<file path="src/rtl/mac_preadd_accum_stream_pkg.sv">
// Shared width helpers and pipeline constants for the pre-add MAC stream.
package mac_pkg;

  localparam int MAC_LATENCY = 3;

  function automatic int preadd_w(input int data_width);
    return data_width + 1;
  endfunction

  function automatic int prod_w(input int data_width);
    return 2 * data_width + 2;
  endfunction

  function automatic bit acc_width_ok(input int data_width, input int acc_width);
    return acc_width >= prod_w(data_width);
  endfunction

endpackage

</file>
<file path="src/rtl/mac_preadd_accum_stream_if.sv">
// Stream bundle for the pre-add MAC: operand input side and result output side.
interface mac_stream_if #(
  parameter int DATA_WIDTH = 16,
  parameter int ACC_WIDTH  = 40,
  parameter int CNT_WIDTH  = 16
);
  logic                  accum_en;
  logic                  s_valid;
  logic                  s_ready;
  logic [DATA_WIDTH-1:0] a_data;
  logic [DATA_WIDTH-1:0] b_data;
  logic [DATA_WIDTH-1:0] c_data;
  logic [DATA_WIDTH-1:0] d_data;
  logic                  s_last;
  logic                  m_valid;
  logic                  m_ready;
  logic [ACC_WIDTH-1:0]  m_data;
  logic                  m_last;
  logic [CNT_WIDTH-1:0]  m_beats;
  logic                  m_ovf;

  modport slave (
    input  accum_en, s_valid, a_data, b_data, c_data, d_data, s_last, m_ready,
    output s_ready, m_valid, m_data, m_last, m_beats, m_ovf
  );

  modport master (
    output accum_en, s_valid, a_data, b_data, c_data, d_data, s_last, m_ready,
    input  s_ready, m_valid, m_data, m_last, m_beats, m_ovf
  );
endinterface

</file>
<file path="src/rtl/mac_preadd_accum_stream_mul.sv">
// Stages 1 and 2 of the MAC: full-width pre-adders then the product, with sideband.
module mac_preadd_mul
  import mac_pkg::*;
#(
  parameter int DATA_WIDTH = 16
) (
  input  logic                               aclk,
  input  logic                               aresetn,
  input  logic                               en,
  input  logic                               valid,
  input  logic                               last,
  input  logic                               mode,
  input  logic [DATA_WIDTH-1:0]              a,
  input  logic [DATA_WIDTH-1:0]              b,
  input  logic [DATA_WIDTH-1:0]              c,
  input  logic [DATA_WIDTH-1:0]              d,
  output logic                               prod_valid,
  output logic                               prod_last,
  output logic                               prod_mode,
  output logic [prod_w(DATA_WIDTH)-1:0]      prod
);

  localparam int PW = preadd_w(DATA_WIDTH);
  localparam int MW = prod_w(DATA_WIDTH);

  logic          s1_valid;
  logic          s1_last;
  logic          s1_mode;
  logic [PW-1:0] sum_ab;
  logic [PW-1:0] sum_cd;

  // Pre-adders keep the carry bit so all-ones operands are not truncated
  always_ff @(posedge aclk) begin
    if (!aresetn) begin
      s1_valid <= 1'b0;
      s1_last  <= 1'b0;
      s1_mode  <= 1'b0;
      sum_ab   <= '0;
      sum_cd   <= '0;
    end else if (en) begin
      s1_valid <= valid;
      s1_last  <= last;
      s1_mode  <= mode;
      sum_ab   <= PW'(a) + PW'(b);
      sum_cd   <= PW'(c) + PW'(d);
    end
  end

  always_ff @(posedge aclk) begin
    if (!aresetn) begin
      prod_valid <= 1'b0;
      prod_last  <= 1'b0;
      prod_mode  <= 1'b0;
      prod       <= '0;
    end else if (en) begin
      prod_valid <= s1_valid;
      prod_last  <= s1_last;
      prod_mode  <= s1_mode;
      prod       <= MW'(sum_ab) * MW'(sum_cd);
    end
  end

endmodule

</file>
<file path="src/rtl/mac_preadd_accum_stream.sv">
// Pre-add MAC with per-beat or per-frame accumulation and a single global stall enable.
// Optional macro MAC_ACC_SAT_EN: saturate the accumulator and report m_ovf per frame.
module mac_preadd_accum_stream
  import mac_pkg::*;
#(
  parameter int DATA_WIDTH = 16,
  parameter int ACC_WIDTH  = 40,
  parameter int CNT_WIDTH  = 16
) (
  input logic         aclk,
  input logic         aresetn,
  mac_stream_if.slave bus
);

  localparam int  MW           = prod_w(DATA_WIDTH);
  localparam bit  ACC_WIDTH_OK = acc_width_ok(DATA_WIDTH, ACC_WIDTH);

  if (!ACC_WIDTH_OK) begin : g_acc_width_check
    $error("ACC_WIDTH must be at least 2*DATA_WIDTH+2");
  end

  logic                 en;
  logic                 prod_valid;
  logic                 prod_last;
  logic                 prod_mode;
  logic [MW-1:0]        prod;
  logic [ACC_WIDTH-1:0] prod_ext;
  logic [ACC_WIDTH-1:0] acc;
  logic [ACC_WIDTH-1:0] total;
  logic [CNT_WIDTH-1:0] cnt;
  logic [CNT_WIDTH-1:0] cnt_next;
  logic                 ovf_next;
  logic                 close_frame;
  logic                 out_valid;
  logic [ACC_WIDTH-1:0] out_data;
  logic                 out_last;
  logic [CNT_WIDTH-1:0] out_beats;
  logic                 out_ovf;

  // Every stage moves together whenever the output register can take a new value
  assign en          = !out_valid || bus.m_ready;
  assign bus.s_ready = aresetn && en;

  mac_preadd_mul #(
    .DATA_WIDTH (DATA_WIDTH)
  ) u_preadd_mul (
    .aclk       (aclk),
    .aresetn    (aresetn),
    .en         (en),
    .valid      (bus.s_valid),
    .last       (bus.s_last),
    .mode       (bus.accum_en),
    .a          (bus.a_data),
    .b          (bus.b_data),
    .c          (bus.c_data),
    .d          (bus.d_data),
    .prod_valid (prod_valid),
    .prod_last  (prod_last),
    .prod_mode  (prod_mode),
    .prod       (prod)
  );

  assign close_frame = !prod_mode || prod_last;

`ifdef MAC_ACC_SAT_EN
  logic [ACC_WIDTH:0] raw_sum;
  logic               acc_ovf;

  always_comb begin
    prod_ext = ACC_WIDTH'(prod);
    raw_sum  = {1'b0, acc} + {1'b0, prod_ext};
    total    = raw_sum[ACC_WIDTH] ? '1 : raw_sum[ACC_WIDTH-1:0];
    ovf_next = acc_ovf || raw_sum[ACC_WIDTH];
    cnt_next = (&cnt) ? cnt : cnt + CNT_WIDTH'(1);
  end

  // Overflow is sticky for the open frame and cleared whenever a frame closes
  always_ff @(posedge aclk) begin
    if (!aresetn) begin
      acc_ovf <= 1'b0;
    end else if (en && prod_valid) begin
      acc_ovf <= close_frame ? 1'b0 : ovf_next;
    end
  end
`else
  always_comb begin
    prod_ext = ACC_WIDTH'(prod);
    total    = acc + prod_ext;
    ovf_next = 1'b0;
    cnt_next = (&cnt) ? cnt : cnt + CNT_WIDTH'(1);
  end
`endif

  always_ff @(posedge aclk) begin
    if (!aresetn) begin
      acc       <= '0;
      cnt       <= '0;
      out_valid <= 1'b0;
      out_data  <= '0;
      out_last  <= 1'b0;
      out_beats <= '0;
      out_ovf   <= 1'b0;
    end else if (en) begin
      if (prod_valid && close_frame) begin
        out_valid <= 1'b1;
        out_last  <= 1'b1;
        out_data  <= total;
        out_beats <= cnt_next;
        out_ovf   <= ovf_next;
        acc       <= '0;
        cnt       <= '0;
      end else if (prod_valid) begin
        acc       <= total;
        cnt       <= cnt_next;
        out_valid <= 1'b0;
      end else begin
        out_valid <= 1'b0;
      end
    end
  end

  assign bus.m_valid = out_valid;
  assign bus.m_data  = out_data;
  assign bus.m_last  = out_last;
  assign bus.m_beats = out_beats;
  assign bus.m_ovf   = out_ovf;

endmodule

</file>
<file path="src/flat_wrapper.sv">
// flat-port wrapper written by rule: the top's interface ports become plain ports
module mac_preadd_accum_stream_flat import mac_pkg::*;
#(
  parameter int DATA_WIDTH = 16,
  parameter int ACC_WIDTH  = 40,
  parameter int CNT_WIDTH  = 16
)
  (aclk, aresetn, bus_accum_en, bus_s_valid, bus_a_data, bus_b_data, bus_c_data, bus_d_data, bus_s_last, bus_m_ready, bus_s_ready, bus_m_valid, bus_m_data, bus_m_last, bus_m_beats, bus_m_ovf);
  mac_stream_if #(.DATA_WIDTH(DATA_WIDTH), .ACC_WIDTH(ACC_WIDTH), .CNT_WIDTH(CNT_WIDTH)) bus_i ();
  input logic aclk;
  input logic aresetn;
  input wire logic [$bits(bus_i.accum_en)-1:0] bus_accum_en;
  input wire logic [$bits(bus_i.s_valid)-1:0] bus_s_valid;
  input wire logic [$bits(bus_i.a_data)-1:0] bus_a_data;
  input wire logic [$bits(bus_i.b_data)-1:0] bus_b_data;
  input wire logic [$bits(bus_i.c_data)-1:0] bus_c_data;
  input wire logic [$bits(bus_i.d_data)-1:0] bus_d_data;
  input wire logic [$bits(bus_i.s_last)-1:0] bus_s_last;
  input wire logic [$bits(bus_i.m_ready)-1:0] bus_m_ready;
  output wire logic [$bits(bus_i.s_ready)-1:0] bus_s_ready;
  output wire logic [$bits(bus_i.m_valid)-1:0] bus_m_valid;
  output wire logic [$bits(bus_i.m_data)-1:0] bus_m_data;
  output wire logic [$bits(bus_i.m_last)-1:0] bus_m_last;
  output wire logic [$bits(bus_i.m_beats)-1:0] bus_m_beats;
  output wire logic [$bits(bus_i.m_ovf)-1:0] bus_m_ovf;
  assign bus_i.accum_en = bus_accum_en;
  assign bus_i.s_valid = bus_s_valid;
  assign bus_i.a_data = bus_a_data;
  assign bus_i.b_data = bus_b_data;
  assign bus_i.c_data = bus_c_data;
  assign bus_i.d_data = bus_d_data;
  assign bus_i.s_last = bus_s_last;
  assign bus_i.m_ready = bus_m_ready;
  assign bus_s_ready = bus_i.s_ready;
  assign bus_m_valid = bus_i.m_valid;
  assign bus_m_data = bus_i.m_data;
  assign bus_m_last = bus_i.m_last;
  assign bus_m_beats = bus_i.m_beats;
  assign bus_m_ovf = bus_i.m_ovf;
  mac_preadd_accum_stream #(.DATA_WIDTH(DATA_WIDTH), .ACC_WIDTH(ACC_WIDTH), .CNT_WIDTH(CNT_WIDTH)) u_core (.aclk(aclk), .aresetn(aresetn), .bus(bus_i));
endmodule
</file>
<file path="config.mk">
export PLATFORM = sky130hd
export DESIGN_NAME = mac_preadd_accum_stream_flat
export DESIGN_NICKNAME = d
export VERILOG_FILES = /design/src/rtl/mac_preadd_accum_stream_pkg.sv /design/src/rtl/mac_preadd_accum_stream_if.sv /design/src/rtl/mac_preadd_accum_stream_mul.sv /design/src/rtl/mac_preadd_accum_stream.sv /design/src/flat_wrapper.sv
export SDC_FILE = /design/constraint.sdc
export NUM_CORES = 1
export LEC_CHECK = 0
export BUFFER_PORTS_ARGS = -buffer_cell sky130_fd_sc_hd__buf_2
export CAP_MARGIN = 5
export CORE_MARGIN = 8
export CORE_UTILIZATION = 45
export DETAILED_ROUTE_END_ITERATION = 6
export GPL_TIMING_DRIVEN = 0
export PLACE_DENSITY = 0.61
export SLEW_MARGIN = 5
export SYNTH_ARGS = -nofsm -noshare
export SYNTH_HDL_FRONTEND = slang
export SYNTH_SLANG_ARGS = --single-unit
</file>
<file path="constraint.sdc">
create_clock -name aclk -period 8.1 [get_ports aclk]
set_input_delay 1.215 -clock aclk [delete_from_list [all_inputs] [get_ports aclk]]
set_output_delay 1.215 -clock aclk [all_outputs]
set_load 0.01 [all_outputs]
</file>
======== After elaboration in Yosys (flattened, before gate mapping) ========
Index checks and enable logic that the tools add are counted.
operators by class
  add/subtract/negate cells ............... 4
  multipliers ............................. 1
  div/mod/pow operators ................... 0
  magnitude comparators ................... 0
  eq/ne operators ......................... 0
  shifts and indexed selects .............. 0
  muxes and demuxes ....................... 6
  bitwise gates (word level) .............. 0
  reductions and logical operators ........ 10
operators with widths
  operator                                       count
  2-to-1 mux 40 bit                              2
  2-to-1 mux 16 bit                              3
  adder 40 x 34 -> 40 bit                        1
  adder 16 x 16 -> 17 bit                        2
  multiplier 17 x 17 -> 34 bit                   1
  adder 16 x 1 -> 16 bit, second input constant  1
  AND reduction 16 bit                           1
  AND reduction 2 bit                            2
  logical AND 1 bit                              2
  logical NOT 1 bit                              2
  logical OR 1 bit                               2
  nonzero test 2 bit                             1
  2-to-1 mux 1 bit                               1
word-level totals
  bits in registers ....................... 188
  latch bits .............................. 0
  bits in writable memories ............... 0
  memory bits (read-only) ................. 0
  bits of input ports ..................... 70
  output and inout bits ................... 60
  word-level logic and storage cells ...... 36
  memories ................................ 0

======== Longest topological paths before layout ========
  depth after elaboration ................. 5
  mapped depth ............................ 26
  gate-level depth less buffers ........... 24

======== Hierarchy ========
From an unflattened synthesis, not the netlist that was laid out.
unflattened totals
  cells, all modules ...................... 2378
  area, all modules ....................... 19985.4 µm²
modules (own cells, without submodules)
  module                   instances  cells each  area each (µm²)  seq. area each (µm²)
  mac_preadd_mul           1          1560        13525.5          1481.4
  mac_preadd_accum_stream  1          818         6459.9           2282.2

======== Worst setup path after synthesis ========
No wires, ideal clock.
  kind .................................... register to register
  from .................................... register u_core.u_preadd_mul.sum_cd[8]
  to ...................................... register u_core.u_preadd_mul.prod[33]
  library setup time ...................... 133 ps
  data arrival time ....................... 6013 ps
  required time ........................... 7967 ps
  slack ................................... 1955 ps
  stages on the path, launching flop included .. 25
  period minus slack after synthesis ...... 6145 ps
  cells stage by stage .................... dfxtp_1 -> clkbuf_1 -> clkbuf_1 -> nand2_1 -> fa_1 -> inv_1 -> fa_1 -> inv_1 -> fa_1 -> inv_1 -> fa_1 -> fa_1 -> inv_1 -> fa_1 -> inv_1 -> ha_1 -> and3_1 -> nand2_1 -> o41ai_2 -> a221oi_2 -> o21a_1 -> o21ai_1 -> a21o_1 -> nand4_1 -> nor4b_1
on the way
  cells in the longest elaborated chain, start to end .. 1
RTL lines
  item                          line                               text
  start: declaration            mac_preadd_accum_stream_mul.sv:30  logic [PW-1:0] sum_cd;
  start signal: assignment      mac_preadd_accum_stream_mul.sv:45  sum_cd <= PW'(c) + PW'(d);
  multiplier 17 x 17 -> 34 bit  mac_preadd_accum_stream_mul.sv:59  prod <= MW'(sum_ab) * MW'(sum_cd);
  end signal: assignment        mac_preadd_accum_stream_mul.sv:59
  end: declaration              mac_preadd_accum_stream_mul.sv:20  output logic [prod_w(DATA_WIDTH)-1:0] prod
No other way between the ends.
A chain may end at the register's enable or synchronous reset.

======== Worst setup path in the final report ========
  from .................................... register u_core.u_preadd_mul.sum_ab[14]
  to ...................................... register u_core.u_preadd_mul.prod[33]
on the way
  cells in the longest elaborated chain, start to end .. 1
RTL lines
  item                          line                               text
  start: declaration            mac_preadd_accum_stream_mul.sv:29  logic [PW-1:0] sum_ab;
  start signal: assignment      mac_preadd_accum_stream_mul.sv:44  sum_ab <= PW'(a) + PW'(b);
  multiplier 17 x 17 -> 34 bit  mac_preadd_accum_stream_mul.sv:59
No other way between the ends.

==> impl_results.md <==
* Metal2 WL at 28600 µm
* Power density cells at 231 mW/mm²
* GRT Residual Overflow at 0
* # port buffers at 128
* Post-synthesis register bit count at 188
* Die ar. at 0.0500 mm²
* Vias in the first global route at 17300
* H-Tree Depth at 4
* Yosys warnings at 0
* Synth async-reset ratio at 0
* Setup TNS at 0 ps
* WL/cell at 20.0 µm
* CP Max Fanout at 10
* Layout area overhead at 10.2%
* First-pass GRT wire length at 97200 µm
* EDFF count, synth at 0
* Initial drt markers at 1041
* Initial antenna violation count at 0
* Worst slack at placement at 723 ps
* Synth area leaders: fa_1 23%, dfxtp_1 19%, ha_1 11%, nand2_1 6.8%, inv_1 6.0%
* GPL Wtd Cong at 0.963
* Chip Height at 224 µm
* Post-CTS setup buffer count at 0
* Max Cap Violations at 0
* Maximum vdd drop at 0.000178 V
* Vias per cell at 5.50
* CTS Sinks at roughly 190
* Worst-skew pair later-pin latency at 470 ps
* Setup Crit Path Kind: reg2reg
* Routed Antenna Nets at 0
* Detailed Route WL at around 61000 µm
* Largest net degree at the start of global routing at 17
* Initial Utilization at 0.453
* Boundary Pins at between 100 and 150
* Worst EP required at between 8000 and 9000 ps
* Die X at 224 µm
* Minimum clock period at 7550 ps
* Cell Area, Synth at 0.0194 mm²
* Mean Syn Cell Area at around 8.2 µm²
* Top cell type's share of synthesized area at 0.234
* Overall routing resource usage at 0.248
* DR pass1 iterations at 5
* Commonest cells in the netlist: 353 x nand2_1, 310 x inv_1, 227 x fa_1
* Fin. max-slew vios at 0
* Ratio of cells with drive above 1 in the final layout at 0.0722
* Top-count cell post-synth: nand2_1
* Clock Tree Root: clkbuf_16
* F_max at 0.132 GHz
* Area leader, netlist: fa_1
* TritonCTS clock tree: done
* RSZ-0062 raised after global routing: no
* Ant. Diodes at 0
* Number of fill cells at between 4000 and 5000
* Post-route DRC violation count at 0
* Most used DFF post-synth: dfxtp_1
* Row count at 76
* Synth Net Count at 2834
* Data arrival, critical path at 7860 ps
* Top Metal Used: met4
* Leak at 10.3 nW
* Critical path launch point type: register
* Slew headroom at 0.301
* Slew @ Worst Pin at about 1000 ps
* Worst setup margin at 549 ps
* # nets final at 2981
* Tcrit/Tclk final at 0.932
* CP Capture Type: register
* Placeable Area at approximately 0.043 mm²
* Post-cts resize count at 0
* CTS Buf Count at 17
* Skew final at ~12 ps
* Worst min path class: reg2reg
* Final setup viols at 0
* Sequential share of the synthesized area at 0.194
* Routed wl met3 at 3880 µm
* Clock buffer depth at 2
* Status: complete, no violations
* Via count of the routed design at 16900
* Synthesized instance count at 2362
* Clock transition at path regs at 70 ps
* CTS Hold Buffers Added at 0
* DP Wirelength at 49600 µm
* M1 WL at 26600 µm
* Fin. Hold Viols at 0
* Distinct cells, synth at 74
## logic make-up (layout without fill, tap and decap cells)
| family | count (synthesis) | count (layout) | share of synthesized area |
|---|---|---|---|
| AO/OA/AOI/OAI | 444 | 444 | 0.143 |
| XOR/XNOR | 80 | 80 | 0.0361 |
| adder cells (fa/ha/maj) | 402 | 402 | 0.347 |
| buffers and inverters | 424 | 584 | 0.0823 |
| flip-flops | 188 | 188 | 0.194 |
| multiplexers | 6 | 6 | 0.00316 |
| other | 1 | 1 | 0.000193 |
| AND/OR/NAND/NOR | 817 | 817 | 0.195 |
## state kept, by name (all words and copies together), names as in the netlist
| register | flops |
|---|---|
| u_core.acc | 40 |
| u_core.u_preadd_mul.s1_last | 1 |
| u_core.bus.m_data | 40 |
| u_core.u_preadd_mul.s1_valid | 1 |
| u_core.u_preadd_mul.s1_mode | 1 |
| u_core.cnt | 16 |
| u_core.u_preadd_mul.prod_last | 1 |
| u_core.u_preadd_mul.sum_ab | 17 |
| u_core.u_preadd_mul.sum_cd | 17 |
| u_core.u_preadd_mul.prod | 34 |
| u_core.u_preadd_mul.prod_valid | 1 |
| u_core.bus.m_last | 1 |
| u_core.bus.m_beats | 16 |
| u_core.u_preadd_mul.prod_mode | 1 |
| u_core.bus.m_valid | 1 |
## layout make-up
type | count | area [µm²] | area share
clock buffer | 20 | 457 | 0.0214
sequential | 188 | 3760 | 0.176
clock inverter | 12 | 206 | 0.00965
buffer | 114 | 434 | 0.0203
multi-input combinational | 1750 | 14000 | 0.656
timing repair buffer | 128 | 641 | 0.0300
tap | 546 | 683 | 0.0319
inverter | 310 | 1160 | 0.0544
## layout by cell type (no fill, tap or decap), types with 5 or more instances in the layout
cell,instances
a211o_1,5
a211oi_1,24
a21o_1,42
a21oi_1,183
a22oi_1,6
a31oi_1,17
and2_1,133
and3_1,14
buf_1,7
buf_2,129
bufinv_16,5
clkbuf_1,105
clkbuf_16,17
dfxtp_1,188
fa_1,227
ha_1,175
inv_1,310
inv_6,5
mux2i_1,5
nand2_1,353
nand2b_1,12
nand3_1,49
nand4_1,14
nor2_1,166
nor2b_1,9
nor3_1,20
o211ai_1,14
o21a_1,12
o21ai_0,70
o21ai_1,5
o21bai_1,14
o31ai_1,6
or2_2,6
or3_1,20
xnor2_1,40
xor2_1,40
## power by group
| group | leakage, nW | internal [mW] | switching, mW |
|---|---|---|---|
| logic | 8.46 | 1.12 | 1.74 |
| clock network | 0.322 | 0.569 | 0.401 |
| registers | 1.53 | 1.02 | 0.0989 |
## per-layer routing
metal / vias to the layer above / global-route usage
li1: 7959 / -
met3: 107 / 0.0425
met2: 512 / 0.414
met4: 0 / 0.0943
met1: 8284 / 0.320
met5: - / 0
## critical path, stage by stage (launching register included)
cell and delay (ps):
dfxtp_1 310, clkbuf_1 490, clkbuf_1 610, nand2_1 170
fa_1 560, fa_1 490, fa_1 540, inv_1 50
fa_1 540, fa_1 520, inv_1 50, fa_1 480
inv_1 40, ha_1 400, and3_1 320, nand2_1 100
o41ai_2 610, a221oi_2 180, o21a_1 250, o21ai_1 190
a21o_1 180, nand4_1 100, nor4b_1 190
## stage by stage
stage / hold slack [ps] / instances / utilization / cell area, µm² / power (mW)
2_1_floorplan: 432 / 2362 / - / 19400 / 3.11
6_report: 455 / 3068 / 0.500 / 21400 / 4.95
3_5_place_dp: 446 / 3036 / 0.484 / 20700 / 3.92
4_1_cts: 458 / 3068 / 0.500 / 21400 / 4.93
3_3_place_gp: 441 / 3036 / 0.484 / 20700 / 3.90
5_1_grt: 478 / 3068 / 0.500 / 21400 / 5.35
## worst paths after layout
check / end / depth (start not counted) / slack [ps] / start
max: u_core.u_preadd_mul.prod[33] / 22 / 550 / u_core.u_preadd_mul.sum_ab[14]
min: u_core.u_preadd_mul.s1_last / 2 / 460 / u_core.u_preadd_mul.s1_last
max reg2reg: u_core.u_preadd_mul.prod[33] / 22 / 550 / u_core.u_preadd_mul.sum_ab[14]
min reg2reg: u_core.u_preadd_mul.s1_last / 2 / 460 / u_core.u_preadd_mul.s1_last
No activity file was read; power rests on OpenSTA's default activity.
